<file path="src/rtl/pad_pkg.sv">
// pad_pkg: poller FSM state type and standard NES/SNES button bit positions.
package pad_pkg;
    typedef enum logic [2:0] {IDLE, LATCH, PHI, PLO, DONE} pad_state_e;
    localparam int NES_BITS = 8;
    localparam int SNES_BITS = 16;
    localparam int NES_A = 0;
    localparam int NES_B = 1;
    localparam int NES_SELECT = 2;
    localparam int NES_START = 3;
    localparam int NES_UP = 4;
    localparam int NES_DOWN = 5;
    localparam int NES_LEFT = 6;
    localparam int NES_RIGHT = 7;
    localparam int SNES_B = 0;
    localparam int SNES_Y = 1;
    localparam int SNES_SELECT = 2;
    localparam int SNES_START = 3;
    localparam int SNES_UP = 4;
    localparam int SNES_DOWN = 5;
    localparam int SNES_LEFT = 6;
    localparam int SNES_RIGHT = 7;
    localparam int SNES_A = 8;
    localparam int SNES_X = 9;
    localparam int SNES_L = 10;
    localparam int SNES_R = 11;
endpackage

</file>
<file path="src/rtl/serial_pad_phy.sv">
// serial_pad_phy: latch/pulse sequencer sampling one serial line per pad into a raw frame.
module serial_pad_phy
    import pad_pkg::*;
#(
    parameter int BITS = 8,
    parameter int CHANNELS = 2,
    parameter int CLK_DIV = 300
) (
    input  logic                     clk,
    input  logic                     reset,
    input  logic                     start,
    input  logic [CHANNELS-1:0]      data_in,
    output logic                     idle,
    output logic                     latch,
    output logic                     pulse,
    output logic                     busy,
    output logic                     done,
    output logic [CHANNELS*BITS-1:0] frame
);
    localparam int CW = $clog2(2 * CLK_DIV);
    localparam int BW = $clog2(BITS);
    localparam logic [CW-1:0] HALF = CW'(CLK_DIV - 1);
    localparam logic [CW-1:0] FULL = CW'(2 * CLK_DIV - 1);
    localparam logic [BW-1:0] LAST = BW'(BITS - 1);
    pad_state_e state;
    logic [CW-1:0] cnt;
    logic [BW-1:0] bit_idx;
    logic sample;
    assign idle = state == IDLE;
    // bit 0 is valid at the end of the latch; later bits at the end of each pulse high phase
    assign sample = (state == LATCH && cnt == FULL) || (state == PHI && cnt == HALF);
    always_ff @(posedge clk) begin
        if (reset) begin
            state   <= IDLE;
            cnt     <= '0;
            bit_idx <= '0;
            latch   <= 1'b0;
            pulse   <= 1'b0;
            busy    <= 1'b0;
            done    <= 1'b0;
            frame   <= '0;
        end else begin
            done <= 1'b0;
            cnt  <= cnt + 1'b1;
            for (int c = 0; c < CHANNELS; c++)
                if (sample) frame[c*BITS + int'(bit_idx)] <= data_in[c];
            case (state)
                IDLE: if (start) begin
                    state   <= LATCH;
                    latch   <= 1'b1;
                    busy    <= 1'b1;
                    cnt     <= '0;
                    bit_idx <= '0;
                end
                LATCH: if (cnt == FULL) begin
                    state   <= PHI;
                    latch   <= 1'b0;
                    pulse   <= 1'b1;
                    cnt     <= '0;
                    bit_idx <= BW'(1);
                end
                PHI: if (cnt == HALF) begin
                    state <= PLO;
                    pulse <= 1'b0;
                    cnt   <= '0;
                end
                PLO: if (cnt == HALF) begin
                    cnt <= '0;
                    if (bit_idx == LAST) begin
                        state <= DONE;
                        busy  <= 1'b0;
                        done  <= 1'b1;
                    end else begin
                        state   <= PHI;
                        pulse   <= 1'b1;
                        bit_idx <= bit_idx + 1'b1;
                    end
                end
                default: state <= IDLE;
            endcase
        end
    end
endmodule

</file>
<file path="src/rtl/serial_pad_poller.sv">
// serial_pad_poller: game pad poller with periodic/on-demand polling, held buttons and edge masks.
module serial_pad_poller
    import pad_pkg::*;
#(
    parameter int BITS = 8,
    parameter int CHANNELS = 2,
    parameter int CLK_DIV = 300,
    parameter int POLL_PERIOD = 833333,
    parameter int ACTIVE_LOW = 1
) (
    input  logic                     clk,
    input  logic                     reset,
    input  logic [CHANNELS-1:0]      data_in,
    input  logic                     poll_req,
    input  logic                     auto_en,
    output logic                     latch,
    output logic                     pulse,
    output logic                     busy,
    output logic [CHANNELS*BITS-1:0] buttons,
    output logic [CHANNELS*BITS-1:0] pressed,
    output logic [CHANNELS*BITS-1:0] released,
    output logic                     frame_valid
);
    localparam int N = CHANNELS * BITS;
    localparam int PW = $clog2(POLL_PERIOD);
    localparam logic [PW-1:0] PER_MAX = PW'(POLL_PERIOD - 1);
    logic [PW-1:0] per;
    logic pending, idle, done, start, wrap;
    logic [N-1:0] raw, new_btn, held;
    assign start = idle && (poll_req || pending);
    assign wrap = auto_en && per == PER_MAX;
    assign new_btn = (ACTIVE_LOW != 0) ? ~raw : raw;
    serial_pad_phy #(.BITS(BITS), .CHANNELS(CHANNELS), .CLK_DIV(CLK_DIV)) u_phy (
        .clk(clk), .reset(reset), .start(start), .data_in(data_in), .idle(idle),
        .latch(latch), .pulse(pulse), .busy(busy), .done(done), .frame(raw)
    );
    always_ff @(posedge clk) begin
        if (reset) begin
            per     <= '0;
            pending <= 1'b0;
            held    <= '0;
        end else begin
            per     <= (!auto_en || wrap) ? '0 : per + 1'b1;
            pending <= wrap || (pending && !start);
            if (done) held <= new_btn;
        end
    end
    // the fresh frame is presented in the done cycle itself, then held
    always_comb begin
        buttons     = done ? new_btn : held;
        pressed     = done ? new_btn & ~held : '0;
        released    = done ? ~new_btn & held : '0;
        frame_valid = done;
    end
endmodule

</file>
<file path="config.mk">
export PLATFORM = sky130hd
export DESIGN_NAME = serial_pad_poller
export DESIGN_NICKNAME = d
export VERILOG_FILES = /design/src/rtl/pad_pkg.sv /design/src/rtl/serial_pad_phy.sv /design/src/rtl/serial_pad_poller.sv
export SDC_FILE = /design/constraint.sdc
export NUM_CORES = 1
export LEC_CHECK = 0
export CAP_MARGIN = 10
export CORE_ASPECT_RATIO = 1.5
export CORE_UTILIZATION = 45
export CTS_BUF_LIST = sky130_fd_sc_hd__clkbuf_16
export CTS_CLUSTER_DIAMETER = 200
export DETAILED_ROUTE_END_ITERATION = 16
export GPL_TIMING_DRIVEN = 0
export PLACE_DENSITY = 0.69
export RECOVER_POWER = 25
export SLEW_MARGIN = 20
export SYNTH_ARGS = -nofsm -noshare
export SYNTH_HDL_FRONTEND = slang
export SYNTH_HIERARCHICAL = 1
export SYNTH_SLANG_ARGS = --single-unit
</file>
<file path="constraint.sdc">
create_clock -name clk -period 3.9 [get_ports clk]
set_input_delay 0.78 -clock clk [delete_from_list [all_inputs] [get_ports clk]]
set_output_delay 0.78 -clock clk [all_outputs]
set_load 0.005 [all_outputs]
</file>
==> results.toml, run 1 <==
[yosys]
synth_commonest_cells = "dfxtp_1 (73), nor2_1 (46), inv_1 (32)"
synth_area_per_cell_um2 = 8.51
synth_mux_area_share_pct = 5.37
ys_seq_elements = 73
synth_top_area_share_pct = 41.3
synthAdderAreaFrac_pct = 1.77
netlist_area_um2 = 3540
seq_area_frac_synth_pct = 41.3
yosys_warnings = 6
synth-edff-count = 0
synth_most_common_cell = "dfxtp_1"
synth_cell_types = 45
async_flop_share_pct = 0
synth_top_area_cell = "dfxtp_1"
synth-compound-area-share_pct = 10.2
synthCells = 416
ys.flop_type = "dfxtp_1"
synth.top_cells.by_area = "dfxtp_1 (41%), mux2i_1 (5.4%), nor2_1 (4.9%)"
synth_top_family_by_area = "simple AND/OR/NAND/NOR gates"
syn_nets = 427
synthSimpleGateAreaFrac_pct = 29.9
synth-xor-area-share_pct = 5.69

[clocking]
ctsResizeCount = 0
clockRootBuffer = "clkbuf_16"
hold_buffers = 0
clkSinkCount = 73
tritoncts = "done"
cts_buffer_depth = 2
htree_levels = 3
cts.clk_slew.worst_paths_ns = 0.05
post_cts_buffers = 0
clk_latency_ns = 0.34
numCtsBuffers = 9

[worst_setup_path]
end_kind = "primary output"
crit_top_cell = "clkbuf_1"
cp.required_ns = 3.12
path_class = "reg2out"
worstPathCellList = "clkbuf_1 -> clkbuf_1 -> clkbuf_1 -> and3_1 -> clkdlybuf4s50_1"
crit_path_max_incr_delay_ns = 0.50
crit_arrival_ns = 2.55
crit_fanout = 10
critPathSlowestCell = "clkdlybuf4s50_1"
cp-start-kind = "flip-flop"

[floorplan]
die_x_um = 74.4
dieArea_um2 = 8240
rows = 39
io_pins = 58
core_um2 = 7610
die_h_um = 111
initial_core_util_pct = 46.5

[placed_design]
hpwl_mm = 5.90
port_buffers = 57
gp_congestion = 0.829

[timing]
whs_ns = 0.472
setup_viol_count_final = 0
rsz0062_at_grt = "false"
max_freq_mhz = 301
period_share_pct = 85.3
min_period_ns = 3.33
slew_viol_final = 0
finalSetupTns_ns = 0
worstMarginPinSlew_ns = 1.00
fin_skew_ns = 0.00566
max-slew-margin-rel_pct = 32.4
hold_viol_final = 0

[final_layout]
synthToLayoutAreaGrowth_pct = 27.6
fillers = 704
multi_input_area_um2 = 1860
final_layout_size_suffix_gt1_share_pct = 4.50
num_antenna_cells = 0
final_util_pct = 59.4
fin_nets = 495
seq_area_um2 = 1460

[route]
ant_nets = 0
vias = 3123
drt_first_iter_violations = 140
wl_mm = 8.09
wire_per_inst_um = 13.7
avgViaCountPerCell = 5.28
drt_pass1_iterations = 4
drc = 0

[grt]
antenna_found_initial = 0
grt_max_degree = 16
grt_pass1_vias = 2848
grt.total_usage_pct = 21.1
overflow = 0
grt_pass1_wl_mm = 13.3

[run]
max_cap_viol_count = 0

[power]
sw_frac_of_total_pct = 22.2
combPwrFrac_pct = 4.0
power_density_nw_per_um2 = 362
switchingPower_w = 0.000364
internal_power_w = 0.00127
clkPwrFrac_pct = 49.6
pwr-share-seq_pct = 46.4
peakVddDrop_mv = 0.325
p_leak_nw = 1.68

[status]
status = "complete, no violations"

[hold_path]
hold_class = "reg2reg"
==> final cells by class <==
type                       count  share of cell area, %
buffer                        18                   1.88
multi-input combinational    293                   41.1
inverter                      32                   2.66
clock buffer                   9                   4.98
sequential                    73                   32.3
timing repair buffer          57                   12.6
clock inverter                 7                   1.55
tap                          102                   2.82
==> registers in the layout, summed over array words and instances, names as in the netlist, 3 cells and up <==
signal / count
u_phy/bit_idx: 3
u_phy/cnt: 10
held: 16
u_phy/state: 3
u_phy/frame: 16
per: 20
==> through the flow <==
stage	worst slack, ns	power [W]	instances	cell area, um^2
after floorplan	1.69	0.000818	416	3540
after global placement	0.922	0.000841	575	4240
after detailed placement	0.887	0.000843	575	4240
after CTS	0.526	0.00166	591	4540
after global routing	0.353	0.00170	591	4520
final	0.575	0.00164	591	4520
==> placed cells by master, fill, tap and decap left out, types with 9 or more instances in the layout <==
master and count:
dfxtp_1 73, clkdlybuf4s50_1 52, nor2_1 46, inv_1 32
nand2_1 26, nor3_1 25, mux2i_1 19, o21ai_0 19
nor2b_1 19, and3_1 18, xnor2_1 18, nand2b_1 16
clkbuf_1 14, nand4_1 14, nand3_1 11, clkbuf_16 9
==> layer usage <==
layer  wire (um)  up-vias  track usage [%]
li1            -     1583                -
met1        3470     1444             24.6
met2        4140       80             35.7
met3         302       16             4.73
met4         180        0             9.31
met5           0        -                0
==> power groups by stage <==
| stage | sequential [W] | combinational (W) | clock (W) |
|---|---|---|---|
| 2_1_floorplan | 0.000775 | 0.0000434 | 0 |
| 3_3_place_gp | 0.000775 | 0.0000657 | 0 |
| 3_5_place_dp | 0.000776 | 0.0000670 | 0 |
| 4_1_cts | 0.000759 | 0.0000677 | 0.000832 |
| 5_1_grt | 0.000760 | 0.0000728 | 0.000865 |
| 6_report | 0.000760 | 0.0000657 | 0.000812 |
==> kinds of logic after synthesis <==
group	count (synthesis)
xor gates and xnor gates	23
and+or+nand+nor	196
AOI/OAI and AO/OA	50
muxes	19
adders and majority gates	5
DFF	73
buffers and inverters	50
==> critical path: cells and delay by family, from the launching register on <==
| kind | cells | cell delay [ns] |
|---|---|---|
| buffers and inverters | 4 | 1.63 |
| and+or+nand+nor | 1 | 0.21 |
| DFF | 1 | 0.36 |
==> path summary, 6_finish.rpt <==
check	startpoint	endpoint	slack, ns	cells past startpoint
worst min register to register	u_phy/frame[9]$_SDFFE_PP0P_	u_phy/frame[9]$_SDFFE_PP0P_	0.47	2
worst min-delay path	u_phy/frame[9]$_SDFFE_PP0P_	u_phy/frame[9]$_SDFFE_PP0P_	0.47	2
worst max-delay path	u_phy/done$_SDFF_PP0_	released[7]	0.57	5
worst max register to register	u_phy/state[1]$_SDFFE_PP0P_	u_phy/bit_idx[1]$_SDFFE_PP0P_	1.35	8
No activity file was read; power rests on OpenSTA's default activity.
==> run 2: changes to the inputs <==
--- a/config.mk
+++ b/config.mk
@@ -12,7 +12,7 @@
 export CTS_CLUSTER_DIAMETER = 200
 export DETAILED_ROUTE_END_ITERATION = 16
 export GPL_TIMING_DRIVEN = 0
-export PLACE_DENSITY = 0.69
+export PLACE_DENSITY = 0.79
 export RECOVER_POWER = 25
 export SLEW_MARGIN = 20
 export SYNTH_ARGS = -nofsm -noshare
==> results.toml, run 2 (synthesis gave the netlist of run 1 again) <==
[timing]
min_period_ns = 3.47
max-slew-margin-rel_pct = 26.9
hold_viol_final = 0
max_freq_mhz = 288
rsz0062_at_grt = "false"
finalSetupTns_ns = 0
fin_skew_ns = 0.00471
setup_viol_count_final = 0
worstMarginPinSlew_ns = 1.09
whs_ns = 0.474
period_share_pct = 89.0
slew_viol_final = 0
worst_slack_ns = 0.431

[grt]
grt_max_degree = 16
overflow = 0
grt.total_usage_pct = 21.6
grt_pass1_wl_mm = 13.7
antenna_found_initial = 0
grt_pass1_vias = 3027

[final_layout]
final_layout_size_suffix_gt1_share_pct = 4.51
reg.largest.list = "per: 20 flops, held: 16 flops, u_phy/frame: 16 flops"
multi_input_area_um2 = 1860
fillers = 680
final_common_cell = "dfxtp_1"
seq_area_um2 = 1460
synthToLayoutAreaGrowth_pct = 26.6
largest-register = "per"
largest_reg_flops = 20
fin_nets = 495
num_antenna_cells = 0
layout_common_cells = "dfxtp_1 (73), clkdlybuf4s50_1 (52), nor2_1 (46)"

[floorplan]
die_x_um = 74.4
die_h_um = 111
dieArea_um2 = 8240
io_pins = 58
initial_core_util_pct = 46.5
rows = 39
core_um2 = 7610

[clocking]
clockRootBuffer = "clkbuf_16"
post_cts_buffers = 0
ctsResizeCount = 0
numCtsBuffers = 9
clk_latency_ns = 0.34
tritoncts = "done"
htree_levels = 3
hold_buffers = 0
cts_buffer_depth = 2
cts.clk_slew.worst_paths_ns = 0.05
clkSinkCount = 73

[worst_setup_path]
cp.required_ns = 3.12
crit_arrival_ns = 2.69
end_kind = "primary output"
path_class = "reg2out"
cp-start-kind = "flip-flop"
crit_fanout = 10

[route]
avgViaCountPerCell = 5.32
drc = 0
wl_mm = 8.02
wire_per_inst_um = 13.6
drt_pass1_iterations = 4
drt_first_iter_violations = 173
ant_nets = 0
vias = 3140

[placed_design]
hpwl_mm = 5.98
post-place-ws_ns = 0.790
port_buffers = 57
gp_congestion = 0.833

[run]
max_cap_viol_count = 0

[power]
power_density_nw_per_um2 = 345
peakVddDrop_mv = 0.219
p_leak_nw = 1.67

[status]
status = "complete, no violations"

[hold_path]
hold_class = "reg2reg"
[run 2: through the flow]
step	total power, W	area, um^2	std cells	util, %
floorplan	0.000818	3540	416	-
global placement	0.000841	4240	575	55.7
detailed placement	0.000843	4240	575	55.7
CTS	0.00157	4500	590	59.1
global route	0.00161	4490	590	58.9
finish	0.00155	4490	590	58.9
[run 2: final timing paths]
| path | start | to | slack [ns] | cells past startpoint |
|---|---|---|---|---|
| setup / recovery | u_phy/done$_SDFF_PP0_ | released[10] | 0.43 | 5 |
| hold / removal | u_phy/pulse$_SDFFE_PP0P_ | u_phy/pulse$_SDFFE_PP0P_ | 0.47 | 1 |
| setup reg to reg | u_phy/state[1]$_SDFFE_PP0P_ | u_phy/bit_idx[2]$_SDFFE_PP0P_ | 1.38 | 8 |
| hold reg to reg | u_phy/pulse$_SDFFE_PP0P_ | u_phy/pulse$_SDFFE_PP0P_ | 0.47 | 1 |
[run 2: where the power goes]
| group | internal (W) | switching (W) | leakage [nW] | total [W] |
|---|---|---|---|---|
| Sequential | 0.000753 | 0.00000648 | 0.589 | 0.000760 |
| Clock | 0.000421 | 0.000302 | 0.121 | 0.000723 |
| Combinational | 0.0000267 | 0.0000393 | 0.958 | 0.0000660 |
[run 2: cell type report]
cell class	instances	share of cell area, %
clock buffer	9	5.02
timing repair buffer	57	12.7
tap	102	2.85
clock inverter	6	0.809
multi-input combinational	293	41.5
buffer	18	1.90
inverter	32	2.68
sequential	73	32.6
[run 2: per-layer routing]
metal | vias up | GRT usage (%) | part of all wire (%)
met5 | - | 0 | 0
met4 | 0 | 10.9 | 3.4
met3 | 21 | 4.55 | 3.5
met2 | 85 | 36.9 | 52
met1 | 1457 | 24.3 | 41
li1 | 1577 | - | -
[run 2: worst max-delay path: stages, from the launching register on]
cell and delay, ns:
dfxtp_1 0.36, clkbuf_1 0.44, clkbuf_1 0.45, clkbuf_1 0.38, and3_1 0.23, clkdlybuf4s50_1 0.50
==> run 3: changes to the inputs <==
--- a/config.mk
+++ b/config.mk
@@ -7,12 +7,13 @@
 export LEC_CHECK = 0
 export CAP_MARGIN = 10
 export CORE_ASPECT_RATIO = 1.5
-export CORE_UTILIZATION = 45
+export CORE_UTILIZATION = 61
 export CTS_BUF_LIST = sky130_fd_sc_hd__clkbuf_16
 export CTS_CLUSTER_DIAMETER = 200
 export DETAILED_ROUTE_END_ITERATION = 16
+export DONT_BUFFER_PORTS = 1
 export GPL_TIMING_DRIVEN = 0
-export PLACE_DENSITY = 0.79
+export PLACE_DENSITY = 0.87
 export RECOVER_POWER = 25
 export SLEW_MARGIN = 20
 export SYNTH_ARGS = -nofsm -noshare
==> results.toml, run 3 (synthesis gave the netlist of run 1 again) <==
[final_layout]
reg.largest.list = "per: 20 flops, held: 16 flops, u_phy/frame: 16 flops"
final_common_cell = "dfxtp_1"
final_layout_size_suffix_gt1_share_pct = 5.32
layout_common_cells = "dfxtp_1 (73), nor2_1 (46), inv_1 (32)"
fillers = 430
multi_input_area_um2 = 1860
final_util_pct = 71.5
fin_nets = 438
largest-register = "per"
synthToLayoutAreaGrowth_pct = 11.7
seq_area_um2 = 1460
num_antenna_cells = 0
largest_reg_flops = 20

[power]
peakVddDrop_mv = 0.368
power_density_nw_per_um2 = 442
p_leak_nw = 1.50

[floorplan]
io_pins = 58
initial_core_util_pct = 64.0
rows = 33
die_x_um = 64.2
die_h_um = 95.3
dieArea_um2 = 6120
core_um2 = 5530

[clocking]
post_cts_buffers = 0
tritoncts = "done"
hold_buffers = 0
htree_levels = 3
clk_latency_ns = 0.33
clockRootBuffer = "clkbuf_16"
ctsResizeCount = 0
clkSinkCount = 73
cts.clk_slew.worst_paths_ns = 0.06
cts_buffer_depth = 2
numCtsBuffers = 9

[grt]
grt_max_degree = 16
antenna_found_initial = 0
overflow = 0
grt.total_usage_pct = 28.0
grt_pass1_wl_mm = 13.0
grt_pass1_vias = 2824

[worst_setup_path]
reg2reg_from = "u_phy/state[1]$_SDFFE_PP0P_"
r2r-end = "u_phy/bit_idx[2]$_SDFFE_PP0P_"
path_class = "reg2out"
crit_fanout = 10
cp-start-kind = "flip-flop"
r2r_cells = 8
cp.required_ns = 3.12
crit_arrival_ns = 2.23
end_kind = "primary output"
rrSetupSlack_ns = 1.37

[status]
status = "complete, no violations"

[timing]
worst_slack_ns = 0.888
slew_viol_final = 0
rsz0062_at_grt = "false"
max_freq_mhz = 332
setup_viol_count_final = 0
max-slew-margin-rel_pct = 24.9
hold_viol_final = 0
whs_ns = 0.468
fin_skew_ns = 0.00918
worstMarginPinSlew_ns = 1.11
finalSetupTns_ns = 0
period_share_pct = 77.2
min_period_ns = 3.01

[hold_path]
hold_depth = 2
whs_endpoint = "u_phy/frame[9]$_SDFFE_PP0P_"
hold_start = "u_phy/frame[9]$_SDFFE_PP0P_"
hold_class = "reg2reg"

[route]
wl_mm = 8.18
ant_nets = 0
drt_pass1_iterations = 4
drc = 0
vias = 3026
wire_per_inst_um = 16.3
drt_first_iter_violations = 162
avgViaCountPerCell = 6.03

[placed_design]
hpwl_mm = 5.67
gp_congestion = 0.870
port_buffers = 0
post-place-ws_ns = 1.24

[run]
max_cap_viol_count = 0
## run 3: changes by cell type in the layout (fill, tap and decap cells not counted)
cell             before  now
dlygate4sd3_1         5    0
clkinv_4              0    2
clkdlybuf4s50_1      52    0
bufinv_16             0    3
clkinvlp_4            3    1
clkinv_2              2    0
## run 3: worst max-delay path by stage
| stage | startpoint | end | slack [ns] | depth (start not counted) |
|---|---|---|---|---|
| finish | u_phy/done$_SDFF_PP0_ | released[6] | 0.89 | 4 |
| global route | u_phy/done$_SDFF_PP0_ | released[6] | 0.75 | 4 |
| CTS | u_phy/done$_SDFF_PP0_ | released[6] | 0.89 | 4 |
| detailed placement | u_phy/done$_SDFF_PP0_ | released[6] | 1.24 | 4 |
| global placement | u_phy/done$_SDFF_PP0_ | released[6] | 1.28 | 4 |
| floorplan | u_phy/state[1]$_SDFFE_PP0P_ | u_phy/bit_idx[1]$_SDFFE_PP0P_ | 1.69 | 8 |
## run 3: worst max-delay path, cell delays in order, from the launching register on
cell and delay (ns):
dfxtp_1 0.38, clkbuf_1 0.46, clkbuf_1 0.45, clkbuf_1 0.36, and3_1 0.26
## run 3: power by group
part           internal (W)   total, W  switching [W]
logic             0.0000199  0.0000548      0.0000349
registers          0.000753   0.000761     0.00000765
clock network      0.000624   0.000932       0.000308
## run 3: area by class of cell
cell class,count,area share [%]
Multi-Input combinational cell,293,47.0
Sequential cell,73,36.9
Clock buffer,9,5.69
Inverter,32,3.04
Clock inverter,7,3.00
Tap cell,70,2.21
Buffer,18,2.15
## run 3: routing by layer
metal / part of all wire, % / global-route usage, % / routed length, um
met4: 2.5 / 12.4 / 205
met2: 55 / 52.7 / 4520
met3: 4.2 / 9.45 / 344
met5: 0 / 0 / 0
met1: 38 / 27.4 / 3110
## run 3: through the flow
| step | instance area, um^2 | total power, W | std cells |
|---|---|---|---|
| after floorplan | 3540 | 0.000818 | 416 |
| after global placement | 3630 | 0.000828 | 486 |
| after detailed placement | 3630 | 0.000831 | 486 |
| after CTS | 3970 | 0.00176 | 502 |
| after global routing | 3960 | 0.00181 | 502 |
| final | 3960 | 0.00175 | 502 |
